==> src/rtl/ucsbece154b_prefetch_pkg.sv <==
// Shared types and helpers for the sequential instruction prefetcher.
package ucsbece154b_prefetch_pkg;

    typedef enum logic [1:0] {
        IDLE  = 2'd0,
        RUN   = 2'd1,
        DRAIN = 2'd2
    } prefetch_state_e;

    // Bits needed to hold a credit count in the range 0..max_val inclusive.
    function automatic int unsigned cnt_width(input int unsigned max_val);
        return $clog2(max_val + 1);
    endfunction

endpackage

==> src/rtl/ucsbece154b_prefetcher_if.sv <==
// Request/response/FIFO-write bundle between the prefetcher and its environment.
// master: the prefetcher side. slave: memory, FIFO and fetch-control side.
interface ucsbece154b_prefetcher_if #(
    parameter int unsigned DATA_WIDTH = 32,
    parameter int unsigned ADDR_WIDTH = 32
);

    logic                  en_i;
    logic                  redirect_i;
    logic [ADDR_WIDTH-1:0] redirect_pc_i;
    logic                  req_valid_o;
    logic [ADDR_WIDTH-1:0] req_addr_o;
    logic                  req_ready_i;
    logic                  resp_valid_i;
    logic [DATA_WIDTH-1:0] resp_data_i;
    logic                  push_o;
    logic [DATA_WIDTH-1:0] data_o;
    logic                  pop_i;
    logic                  flush_o;
    logic                  busy_o;
    logic [31:0]           stall_cycles_o;
    logic [31:0]           drop_count_o;

    modport master (
        input  en_i, redirect_i, redirect_pc_i, req_ready_i, resp_valid_i, resp_data_i, pop_i,
        output req_valid_o, req_addr_o, push_o, data_o, flush_o, busy_o, stall_cycles_o,
               drop_count_o
    );

    modport slave (
        output en_i, redirect_i, redirect_pc_i, req_ready_i, resp_valid_i, resp_data_i, pop_i,
        input  req_valid_o, req_addr_o, push_o, data_o, flush_o, busy_o, stall_cycles_o,
               drop_count_o
    );

endinterface

==> src/rtl/ucsbece154b_prefetcher.sv <==
// Sequential instruction prefetcher acting as the write side of the fetch FIFO.
// Issues in-order word reads, pushes responses into the FIFO and never overfills it by
// counting FIFO entries plus live in-flight requests. A redirect flushes the FIFO and
// drops responses to requests issued before it.
// Optional perf counters: define UCSBECE154B_PREFETCH_PERF_EN.
module ucsbece154b_prefetcher
    import ucsbece154b_prefetch_pkg::*;
#(
    parameter int unsigned           DATA_WIDTH      = 32,
    parameter int unsigned           ADDR_WIDTH      = 32,
    parameter int unsigned           NR_ENTRIES      = 4,
    parameter int unsigned           MAX_OUTSTANDING = 2,
    parameter logic [ADDR_WIDTH-1:0] RESET_PC        = '0
) (
    input logic                      clk,
    input logic                      rst,
    ucsbece154b_prefetcher_if.master bus
);

    localparam int unsigned ResW = cnt_width(NR_ENTRIES);
    localparam int unsigned OutW = cnt_width(MAX_OUTSTANDING);
    localparam logic [ADDR_WIDTH-1:0] Stride = ADDR_WIDTH'(DATA_WIDTH / 8);

    prefetch_state_e       state_q, state_d;
    logic [ADDR_WIDTH-1:0] pc_q, pc_d;
    logic [OutW-1:0]       out_q, out_d;
    logic [OutW-1:0]       drop_q, drop_d;
    logic [ResW-1:0]       res_q, res_d;

    logic in_run;
    logic credit_ok;
    logic req_valid;
    logic accept;
    logic resp;
    logic push;
    logic pop_eff;

    // Handshake decode; nothing here depends combinationally on req_ready_i except accept,
    // which only feeds state.
    always_comb begin
        in_run    = (state_q == RUN);
        credit_ok = (res_q < ResW'(NR_ENTRIES)) && (out_q < OutW'(MAX_OUTSTANDING));
        req_valid = in_run && bus.en_i && !bus.redirect_i && credit_ok;
        accept    = req_valid && bus.req_ready_i;
        // A response with nothing outstanding is a protocol error and is ignored.
        resp      = bus.resp_valid_i && (out_q != '0);
        push      = resp && in_run && !bus.redirect_i;
        // res_q==0 means the FIFO is empty, so a pop there cannot be genuine.
        pop_eff   = bus.pop_i && !bus.redirect_i && (res_q != '0);
    end

    // Next-state for the FSM and credit counters, all deltas applied together.
    always_comb begin
        state_d = state_q;
        pc_d    = pc_q;
        out_d   = out_q + OutW'(accept) - OutW'(resp);
        res_d   = res_q + ResW'(accept) - ResW'(pop_eff);
        drop_d  = drop_q;

        if (bus.redirect_i) begin
            pc_d   = bus.redirect_pc_i;
            res_d  = '0;
            // Everything still in flight after this cycle is stale.
            drop_d = out_d;
        end else begin
            if (accept) begin
                pc_d = pc_q + Stride;
            end
            if (resp && (state_q == DRAIN)) begin
                drop_d = drop_q - OutW'(1);
            end
        end

        unique case (state_q)
            IDLE: begin
                if (bus.en_i) begin
                    state_d = RUN;
                end
            end
            RUN: begin
                if (bus.redirect_i) begin
                    if (out_d != '0) begin
                        state_d = DRAIN;
                    end
                end else if (!bus.en_i && (out_q == '0)) begin
                    state_d = IDLE;
                end
            end
            DRAIN: begin
                // Covers both the last stale response and a re-redirect with nothing left.
                state_d = (drop_d == '0) ? RUN : DRAIN;
            end
            default: state_d = IDLE;
        endcase
    end

    // State register with synchronous reset.
    always_ff @(posedge clk) begin
        if (rst) begin
            state_q <= IDLE;
            pc_q    <= RESET_PC;
            out_q   <= '0;
            res_q   <= '0;
            drop_q  <= '0;
        end else begin
            state_q <= state_d;
            pc_q    <= pc_d;
            out_q   <= out_d;
            res_q   <= res_d;
            drop_q  <= drop_d;
        end
    end

    assign bus.req_valid_o = req_valid;
    assign bus.req_addr_o  = pc_q;
    assign bus.push_o      = push;
    assign bus.data_o      = bus.resp_data_i;
    assign bus.flush_o     = bus.redirect_i;
    assign bus.busy_o      = (out_q != '0) || (state_q != IDLE);

`ifdef UCSBECE154B_PREFETCH_PERF_EN
    logic [31:0] stall_q;
    logic [31:0] dropc_q;

    // Saturating perf counters: credit-blocked fetch cycles and dropped responses.
    always_ff @(posedge clk) begin
        if (rst) begin
            stall_q <= '0;
            dropc_q <= '0;
        end else begin
            if (in_run && bus.en_i && !bus.redirect_i && !credit_ok && (stall_q != '1)) begin
                stall_q <= stall_q + 32'd1;
            end
            if (resp && !push && (dropc_q != '1)) begin
                dropc_q <= dropc_q + 32'd1;
            end
        end
    end

    assign bus.stall_cycles_o = stall_q;
    assign bus.drop_count_o   = dropc_q;
`else
    assign bus.stall_cycles_o = '0;
    assign bus.drop_count_o   = '0;
`endif

    resp_without_req_a: assert property (
        @(posedge clk) disable iff (rst) !(bus.resp_valid_i && (out_q == '0))
    );

endmodule

==> src/flat_wrapper.sv <==
// flat-port wrapper written by rule: the top's interface ports become plain ports
module ucsbece154b_prefetcher_flat import ucsbece154b_prefetch_pkg::*;
#(
    parameter int unsigned           DATA_WIDTH      = 32,
    parameter int unsigned           ADDR_WIDTH      = 32,
    parameter int unsigned           NR_ENTRIES      = 4,
    parameter int unsigned           MAX_OUTSTANDING = 2,
    parameter logic [ADDR_WIDTH-1:0] RESET_PC        = '0
)
  (clk, rst, bus_en_i, bus_redirect_i, bus_redirect_pc_i, bus_req_ready_i, bus_resp_valid_i, bus_resp_data_i, bus_pop_i, bus_req_valid_o, bus_req_addr_o, bus_push_o, bus_data_o, bus_flush_o, bus_busy_o, bus_stall_cycles_o, bus_drop_count_o);
  ucsbece154b_prefetcher_if #(.DATA_WIDTH(DATA_WIDTH), .ADDR_WIDTH(ADDR_WIDTH)) bus_i ();
  input logic clk;
  input logic rst;
  input wire logic [$bits(bus_i.en_i)-1:0] bus_en_i;
  input wire logic [$bits(bus_i.redirect_i)-1:0] bus_redirect_i;
  input wire logic [$bits(bus_i.redirect_pc_i)-1:0] bus_redirect_pc_i;
  input wire logic [$bits(bus_i.req_ready_i)-1:0] bus_req_ready_i;
  input wire logic [$bits(bus_i.resp_valid_i)-1:0] bus_resp_valid_i;
  input wire logic [$bits(bus_i.resp_data_i)-1:0] bus_resp_data_i;
  input wire logic [$bits(bus_i.pop_i)-1:0] bus_pop_i;
  output wire logic [$bits(bus_i.req_valid_o)-1:0] bus_req_valid_o;
  output wire logic [$bits(bus_i.req_addr_o)-1:0] bus_req_addr_o;
  output wire logic [$bits(bus_i.push_o)-1:0] bus_push_o;
  output wire logic [$bits(bus_i.data_o)-1:0] bus_data_o;
  output wire logic [$bits(bus_i.flush_o)-1:0] bus_flush_o;
  output wire logic [$bits(bus_i.busy_o)-1:0] bus_busy_o;
  output wire logic [$bits(bus_i.stall_cycles_o)-1:0] bus_stall_cycles_o;
  output wire logic [$bits(bus_i.drop_count_o)-1:0] bus_drop_count_o;
  assign bus_i.en_i = bus_en_i;
  assign bus_i.redirect_i = bus_redirect_i;
  assign bus_i.redirect_pc_i = bus_redirect_pc_i;
  assign bus_i.req_ready_i = bus_req_ready_i;
  assign bus_i.resp_valid_i = bus_resp_valid_i;
  assign bus_i.resp_data_i = bus_resp_data_i;
  assign bus_i.pop_i = bus_pop_i;
  assign bus_req_valid_o = bus_i.req_valid_o;
  assign bus_req_addr_o = bus_i.req_addr_o;
  assign bus_push_o = bus_i.push_o;
  assign bus_data_o = bus_i.data_o;
  assign bus_flush_o = bus_i.flush_o;
  assign bus_busy_o = bus_i.busy_o;
  assign bus_stall_cycles_o = bus_i.stall_cycles_o;
  assign bus_drop_count_o = bus_i.drop_count_o;
  ucsbece154b_prefetcher #(.DATA_WIDTH(DATA_WIDTH), .ADDR_WIDTH(ADDR_WIDTH), .NR_ENTRIES(NR_ENTRIES), .MAX_OUTSTANDING(MAX_OUTSTANDING), .RESET_PC(RESET_PC)) u_core (.clk(clk), .rst(rst), .bus(bus_i));
endmodule
==> config.mk <==
export PLATFORM = sky130hd
export DESIGN_NAME = ucsbece154b_prefetcher_flat
export DESIGN_NICKNAME = d
export VERILOG_FILES = /design/src/rtl/ucsbece154b_prefetch_pkg.sv /design/src/rtl/ucsbece154b_prefetcher_if.sv /design/src/rtl/ucsbece154b_prefetcher.sv /design/src/flat_wrapper.sv
export SDC_FILE = /design/constraint.sdc
export NUM_CORES = 1
export LEC_CHECK = 0
export CELL_PAD_IN_SITES_DETAIL_PLACEMENT = 2
export CELL_PAD_IN_SITES_GLOBAL_PLACEMENT = 2
export CORE_MARGIN = 1
export CORE_UTILIZATION = 17
export CTS_CLUSTER_DIAMETER = 100
export CTS_CLUSTER_SIZE = 10
export DETAILED_ROUTE_END_ITERATION = 6
export PLACE_DENSITY_LB_ADDON = 0.1
export SYNTH_ARGS = -nofsm -noshare
export SYNTH_HDL_FRONTEND = slang
export SYNTH_SLANG_ARGS = --single-unit
==> constraint.sdc <==
create_clock -name clk -period 2.4 [get_ports clk]
set_input_delay 0.48 -clock clk [delete_from_list [all_inputs] [get_ports clk]]
set_output_delay 0.48 -clock clk [all_outputs]
set_load 0.1 [all_outputs]
==> Word level (Yosys, flattened, before mapping) <==
Cells that the tools add are included.
{ "totals": {"wordCells": 53, "output_inout_bits": 132, "ff_bits": 41} }
{ "op_classes": {"n_reduce_logical": 25, "eq_ne": 5, "n_addsub": 6, "order_cmp": 2, "mux": 10} }
{ "op_table": {"columns": ["cell", "n"], "rows": [
  ["$mux W32", 2],
  ["$add A32 B3 Y32 const B", 1],
  ["$mux W2", 7],
  ["$logic_and A1 B1 Y1", 12],
  ["$reduce_bool A2 Y1", 4],
  ["$logic_not A2 Y1", 3],
  ["$ne A3 B3 Y1 const B", 2],
  ["$pmux W2 S3", 1],
  ["$add A3 B1 Y3", 1],
  ["$lt A3 B3 Y1 const B", 1],
  ["$reduce_and A3 Y1", 1],
  ["$reduce_bool A3 Y1", 1],
  ["$sub A3 B1 Y3", 1],
  ["$add A2 B1 Y2", 1],
  ["$eq A2 B1 Y1 const B", 1],
  ["$eq A2 B2 Y1 const B", 1],
  ["$logic_not A1 Y1", 2],
  ["$lt A2 B2 Y1 const B", 1],
  ["$ne A2 B2 Y1 const B", 1],
  ["$reduce_or A2 Y1", 1],
  ["$sub A2 B1 Y2", 1],
  ["$sub A2 B1 Y2 const B", 1],
  ["$logic_or A1 B1 Y1", 1]
]} }

==> Longest topological paths before layout <==
Gate-level depths: netlist of the first run.
{ "depth": {"word_depth": 11, "mapped_depth": 11, "mapped_depth_nobuf": 10} }

==> Worst setup path before layout of the first run <==
Ideal clock, no wire load.
{ "synth_timing": {"path_type": "input-to-output", "start": "input port bus_redirect_i", "end": "output port bus_req_valid_o", "path_buffers": 0, "required_time_ns": 1.920, "t_arrival_ns": 4.053, "cell_stages": 2, "path_slack_ns": -2.133, "cell_sequence": "or3b_2 -> nor4b_1"} }
{ "synth_between": {"elab_chain_cells": 3} }
{ "synth_rtl": {"columns": ["item", "line_no", "rtl"], "rows": [
  ["start, declared", "flat_wrapper.sv:15", "input wire logic [$bits(bus_i.redirect_i)-1:0] bus_redirect_i;"],
  ["$logic_not A1 Y1", "ucsbece154b_prefetcher.sv:43", "req_valid = in_run && bus.en_i && !bus.redirect_i && credit_ok;"],
  ["$logic_and A1 B1 Y1 (2 in series)", "ucsbece154b_prefetcher.sv:43", null],
  ["end, declared", "flat_wrapper.sv:21", "output wire logic [$bits(bus_i.req_valid_o)-1:0] bus_req_valid_o;"]
]} }
No other way between the ends.

==> Worst setup path in the final report of the first run <==
{ "layout_timing": {"start": "register u_core.state_q[0]", "end": "output port bus_req_valid_o"} }
{ "layout_between": {"elab_chain_cells": 4} }
{ "layout_rtl": {"columns": ["item", "line_no", "rtl"], "rows": [
  ["start, declared", "ucsbece154b_prefetcher.sv:24", "prefetch_state_e state_q, state_d;"],
  ["start signal, assigned", "ucsbece154b_prefetcher.sv:106", "state_q <= state_d;"],
  ["$eq A2 B1 Y1", "ucsbece154b_prefetcher.sv:41", "in_run = (state_q == RUN);"],
  ["$logic_and A1 B1 Y1 (3 in series)", "ucsbece154b_prefetcher.sv:43", null]
]} }
No other way between the ends.

==> results of run 1 <==
==> power by group <==
part / switching (mW) / internal, mW / total (mW) / leakage, nW
logic: 1.00 / 0.309 / 1.31 / 1.20
registers: 0.0728 / 0.736 / 0.809 / 0.340
clock network: 0.307 / 0.389 / 0.696 / 0.0652
total: 1.38 / 1.43 / 2.82 / 1.60
==> path summary, 6_finish.rpt <==
check	start	to	slack (ns)	depth (start not counted)
max	u_core.state_q[0]	bus_req_valid_o	0.1	3
min reg2reg	u_core.bus.req_addr_o[1]	u_core.bus.req_addr_o[1]	0.52	2
min	u_core.bus.req_addr_o[1]	u_core.bus.req_addr_o[1]	0.52	2
max reg2reg	u_core.res_q[2]	u_core.res_q[2]	0.18	8
==> cell families after synthesis <==
kind of cell | after synthesis | synth area share [%]
other cells | 1 | 0.118
buf+inv | 129 | 27.1
xor+xnor | 12 | 3.76
mux | 7 | 2.25
flops | 41 | 25.9
simple gates | 120 | 22.3
compound gates | 78 | 15.9
fa+ha+maj | 6 | 2.61
==> cell usage in the layout, fill, tap and decap left out, types with 6 or more instances in the layout <==
cell type        count
a31oi_1              7
o21ai_0              7
nor2_1              17
nand2_1             19
dfxtp_1             35
o22ai_1              7
dfxtp_2              6
nand3_1             13
xnor2_1              8
clkdlybuf4s50_1     37
nor3_1              12
conb_1              64
nor4_1               9
a21oi_1             28
nor2b_1              6
and3_1               7
and4_1               6
mux2i_1              6
inv_1               12
buf_4               55
==> sequential cells by signal, summed over array words and instances (netlist names) <==
name,flops
u_core.bus.req_addr_o,32
u_core.drop_q,2
u_core.res_q,3
u_core.out_q,2
u_core.state_q,2
==> layer usage <==
metal	up-vias	global-route usage, %	wire length, um
li1	1340	-	-
met1	1373	14.6	5010
met2	87	19.7	5370
met3	7	2.63	563
met4	0	2.90	87
met5	-	0	0
==> critical path: cells and delay by family, from the launching register on <==
kind                   cells  cell delay [ns]
AND/OR/NAND/NOR            2             0.86
buffers and inverters      1             0.22
flip-flops                 1             0.45
==> final cells by class <==
cell class              count  share of cell area [%]
repair buffers             96                    21.8
well taps                 229                    7.35
multi-input cells         287                    44.9
inverters                  13                    1.25
clock buffers               8                    3.50
flip-flops and latches     41                    21.3
==> what timing repair did <==
action / in CTS / in global routing
endpoints found under the hold margin: 0 / 0
pin swaps: 1 / 2
gates resized for setup: 2 / 2
setup buffers: 0 / 0
setup endpoints to repair: 1 / 1
==> cell usage after synthesis (2+ instances only) <==
cell,instances
a21oi_1,28
a221oi_1,2
a22oi_1,3
a2bb2oi_1,2
a311oi_1,2
a31oi_1,7
a32oi_1,3
and2_1,3
and3_1,7
and4_1,6
buf_2,5
buf_4,98
clkbuf_1,12
dfxtp_1,41
ha_1,5
inv_1,12
mux2i_1,6
nand2_1,20
nand3_1,13
nand4_1,5
nor2_1,18
nor2b_1,6
nor3_1,12
nor3b_1,4
nor4_1,9
o21ai_0,8
o22ai_1,7
o311ai_0,3
or3_1,2
xnor2_1,8
xor2_1,3
==> stage by stage <==
| stage | instance area (um2) | power, mW | utilization, % | cells | hold WS [ns] |
|---|---|---|---|---|---|
| after CTS | 3890 | 2.85 | 21.5 | 674 | 0.534 |
| final | 3900 | 2.82 | 21.5 | 674 | 0.521 |
| after floorplan | 3430 | 2.14 | - | 457 | 0.551 |
| after global routing | 3900 | 2.95 | 21.5 | 674 | 0.561 |
| after detailed placement | 3750 | 2.13 | 20.7 | 666 | 0.503 |
| after global placement | 3750 | 2.12 | 20.7 | 666 | 0.485 |
==> impl_metrics.ini, run 1 <==
[layout]
layout.area.seq_um2 = 828
syn_to_final_growth_pct = 23.1
layout-drive-gt1-share_pct = 18.9
diodes = 0
fillers = 2107
nets = 521
multi_input_area_um2 = 1750

[setup_path]
cp_max_fo = 7
cp.arrival_ns = 1.82
worstSetupPathType = flip-flop to output port
cp-start-kind = flip-flop
required_ns = 1.92
crit_path_end_kind = output port
critPathMaxStageDelay_ns = 0.55
crit_chain = or3b_2 > nor4b_4 > buf_12
slowest_stage = or3b_2

[clock_tree]
numClockSinks = 41
cts_max_level = 2
clockBufferDepth = 2
numCtsBuffers = 5
hold_buffers = 0
root_buffer = clkbuf_16
clk-insertion-delay-late_ns = 0.29
cts_tree = yes
clkSlewWorstSetupHoldPaths_ns = 0.06

[global_route]
grt_pass1_vias = 2969
grt_pass1_wl_um = 17100
gr-total-overflow = 0
grt_max_degree = 42
grt.total_usage_pct = 11.5
antenna_found_initial = 0

[timing]
timing_hold_violations_final = 0
layout_min_cycle_time_ns = 2.30
period_share_pct = 95.9
finalWorstSetupSlack_ns = 0.0989
max_slew_margin_pct = 64.5
tightest_slew_ns = 0.532
setup_violations = 0
tns_ns = 0
max_freq_mhz = 435
rsz0062_at_grt = false
drv_slew = 0
skew_ns = 0.00715

[floorplan]
fp.coreArea_um2 = 18100
placementRows = 49
initial_core_util_pct = 17.5
die_w_um = 138
ios = 203
die_h_um = 138
die_area_um2 = 19200

[placed_design]
dp_slack_ns = -0.408
io_buffers = 74
routabilityCongestion = 0.731
dp_hpwl_um = 8250

[synthesis]
synthTopCellsByArea = dfxtp_1 (26%), buf_4 (23%), a21oi_1 (4.4%), nand2_1 (2.4%), xnor2_1 (2.2%)
syn-instance-count = 394
ys_types = 65
yosys_warnings = 0
synth_edf_count = 0
synth_seq_cells = 41
synthArstFlopShare_pct = 0
synth_ff_type = dfxtp_1
synth_top_area_share_pct = 25.9
avgSynthCellArea_um2 = 8.03
netlist_area_um2 = 3170
yosysTopAreaCell = dfxtp_1
ys_seq_area_share_pct = 25.9

[routing]
drt-wirelength-per-cell_um = 16.4
dr.pass1.iters = 6
ant_nets = 0
drt_iter0_drc = 110
route.detailed.drc = 25
routed_wl_um = 11000
num_vias = 2807
avgViaCountPerCell = 4.16

[power_and_ir_drop]
p_per_area_nw_per_um2 = 723
cellLeakagePower_nw = 1.60
ir_worst_vdd_uv = 236

[hold_path]
holdCritPathClass = flip-flop to flip-flop

[run]
drv_cap = 0

[status]
status = finished with violations
violations = design-rule violations
No activity file was read; power rests on OpenSTA's default activity.
==> run 2: changes to the inputs <==
--- a/config.mk
+++ b/config.mk
@@ -13,6 +13,7 @@
 export CTS_CLUSTER_SIZE = 10
 export DETAILED_ROUTE_END_ITERATION = 6
 export PLACE_DENSITY_LB_ADDON = 0.1
+export RECOVER_POWER = 50
 export SYNTH_ARGS = -nofsm -noshare
 export SYNTH_HDL_FRONTEND = slang
 export SYNTH_SLANG_ARGS = --single-unit
==> run 2 against run 1 <==
  * The flow still finishes with violations (design-rule violations)
  * Cell count did not move
  * Final area shrank 1.7%
  * Sequential share of layout area increased by 0.37 points
  * Power is 0.75% lower
  * Worst setup slack improved by 0.00060 ns
  * Clock skew grew 0.00062 ns
  * Via count fell by 0.29%
  * Critical path type unchanged
  * Critical endpoint unchanged
==> impl_metrics.ini, run 2 (synthesis gave the netlist of run 1 again) <==
[status]
status = finished with violations
violations = design-rule violations

[timing]
timing_hold_violations_final = 0
drv_slew = 0
max_slew_margin_pct = 21.8
tightest_slew_ns = 1.18
rsz0062_at_grt = false
period_share_pct = 95.9
layout_min_cycle_time_ns = 2.30
skew_ns = 0.00778
max_freq_mhz = 435
setup_violations = 0

[routing]
drt-wirelength-per-cell_um = 16.3
avgViaCountPerCell = 4.15
dr.pass1.iters = 6
num_vias = 2799
routed_wl_um = 11000
drt_iter0_drc = 109
ant_nets = 0
route.detailed.drc = 25

[layout]
largest_reg_flops = 32
utilization_pct = 21.2
layout-drive-gt1-share_pct = 16.0
diodes = 0
final_common_cell = conb_1
nets = 521
mostFrequentLayoutCells = conb_1 (64), clkdlybuf4s50_1 (36), buf_4 (35), dfxtp_1 (35), a21oi_1 (28)
fillers = 2112
syn_to_final_growth_pct = 21.0

[global_route]
grt_pass1_vias = 2969
grt_max_degree = 42
grt_pass1_wl_um = 17100
antenna_found_initial = 0
gr-total-overflow = 0
grt.total_usage_pct = 11.5

[setup_path]
cp.arrival_ns = 1.82
cp_max_fo = 7
worstSetupPathType = flip-flop to output port
crit_path_end_kind = output port
required_ns = 1.92
cp-start-kind = flip-flop

[clock_tree]
cts_max_level = 2
post_cts_buffers = 0
clockBufferDepth = 2
root_buffer = clkbuf_16
clkSlewWorstSetupHoldPaths_ns = 0.06
numClockSinks = 41
cts_tree = yes
clk-insertion-delay-late_ns = 0.29
numCtsBuffers = 5

[floorplan]
initial_core_util_pct = 17.5
placementRows = 49
ios = 203
die_w_um = 138
die_area_um2 = 19200
die_h_um = 138
fp.coreArea_um2 = 18100

[hold_path]
holdCritPathClass = flip-flop to flip-flop

[placed_design]
routabilityCongestion = 0.731
dp_hpwl_um = 8250
io_buffers = 74

[power_and_ir_drop]
power_mw = 2.80
ir_worst_vdd_uv = 236
cellLeakagePower_nw = 1.55
p_per_area_nw_per_um2 = 730

[run]
drv_cap = 0
## run 2: cell types whose count changed in the layout (fill, tap and decap cells not counted), sizes merged
| cell | change |
|---|---|
| buf | -19 |
| clkbuf | +19 |
| clkdlybuf4s50 | -1 |
| dlygate4sd3 | +1 |
## run 2: repair_timing
item | CTS | global route
endpoints found under the setup margin | 1 | 1
pin swaps | 1 | 2
hold buffers | 0 | 0
resized for setup | 2 | 2
cloned | 0 | 0
## run 2: worst max-delay path, cell delays in order, from the launching register on
cell	delay [ns]
dfxtp_1	0.45
or3b_2	0.55
nor4b_4	0.31
buf_12	0.22
## run 2: area by class of cell
| class | count | area [um2] | share of cell area, % |
|---|---|---|---|
| multi-input cells | 287 | 1750 | 45.7 |
| well taps | 229 | 287 | 7.48 |
| inverters | 13 | 48.8 | 1.27 |
| repair buffers | 96 | 782 | 20.4 |
| clock buffers | 8 | 136 | 3.56 |
| flip-flops and latches | 41 | 828 | 21.6 |
## run 2: routing by layer
metal  GRT usage (%)  part of all wire (%)  vias up  routed length [um]
met4            2.90                  0.75        0                  83
met5               0                     0        -                   0
met2            19.7                    49       85                5370
met1            14.6                    45     1367                5000
li1                -                     -     1340                   -
met3            2.63                   5.0        7                 552
## run 2: path summary, 6_finish.rpt
| check | from | endpoint | slack [ns] | cells past startpoint |
|---|---|---|---|---|
| worst max register to register | u_core.res_q[2] | u_core.res_q[2] | 0.18 | 8 |
| worst min-delay path | u_core.bus.req_addr_o[1] | u_core.bus.req_addr_o[1] | 0.52 | 2 |
| worst min register to register | u_core.bus.req_addr_o[1] | u_core.bus.req_addr_o[1] | 0.52 | 2 |
| worst max-delay path | u_core.state_q[0] | bus_req_valid_o | 0.1 | 3 |
## run 2: power by group
| group | switching, mW | internal, mW | total (mW) |
|---|---|---|---|
| registers | 0.0720 | 0.736 | 0.808 |
| logic | 1.00 | 0.294 | 1.30 |
| clock network | 0.302 | 0.389 | 0.691 |
| total | 1.38 | 1.42 | 2.80 |
## run 2: per-stage QoR
step / cell area [um2] / hold slack [ns] / std cells / worst slack (ns) / setup TNS [ns]
2_1_floorplan: 3430 / 0.551 / 457 / -0.116 / -0.116
5_1_grt: 3830 / 0.561 / 674 / 0.0219 / 0
3_5_place_dp: 3750 / 0.503 / 666 / -0.408 / -0.723
3_3_place_gp: 3750 / 0.485 / 666 / -0.210 / -0.370
4_1_cts: 3890 / 0.534 / 674 / 0.0213 / 0
6_report: 3830 / 0.517 / 674 / 0.0995 / 0
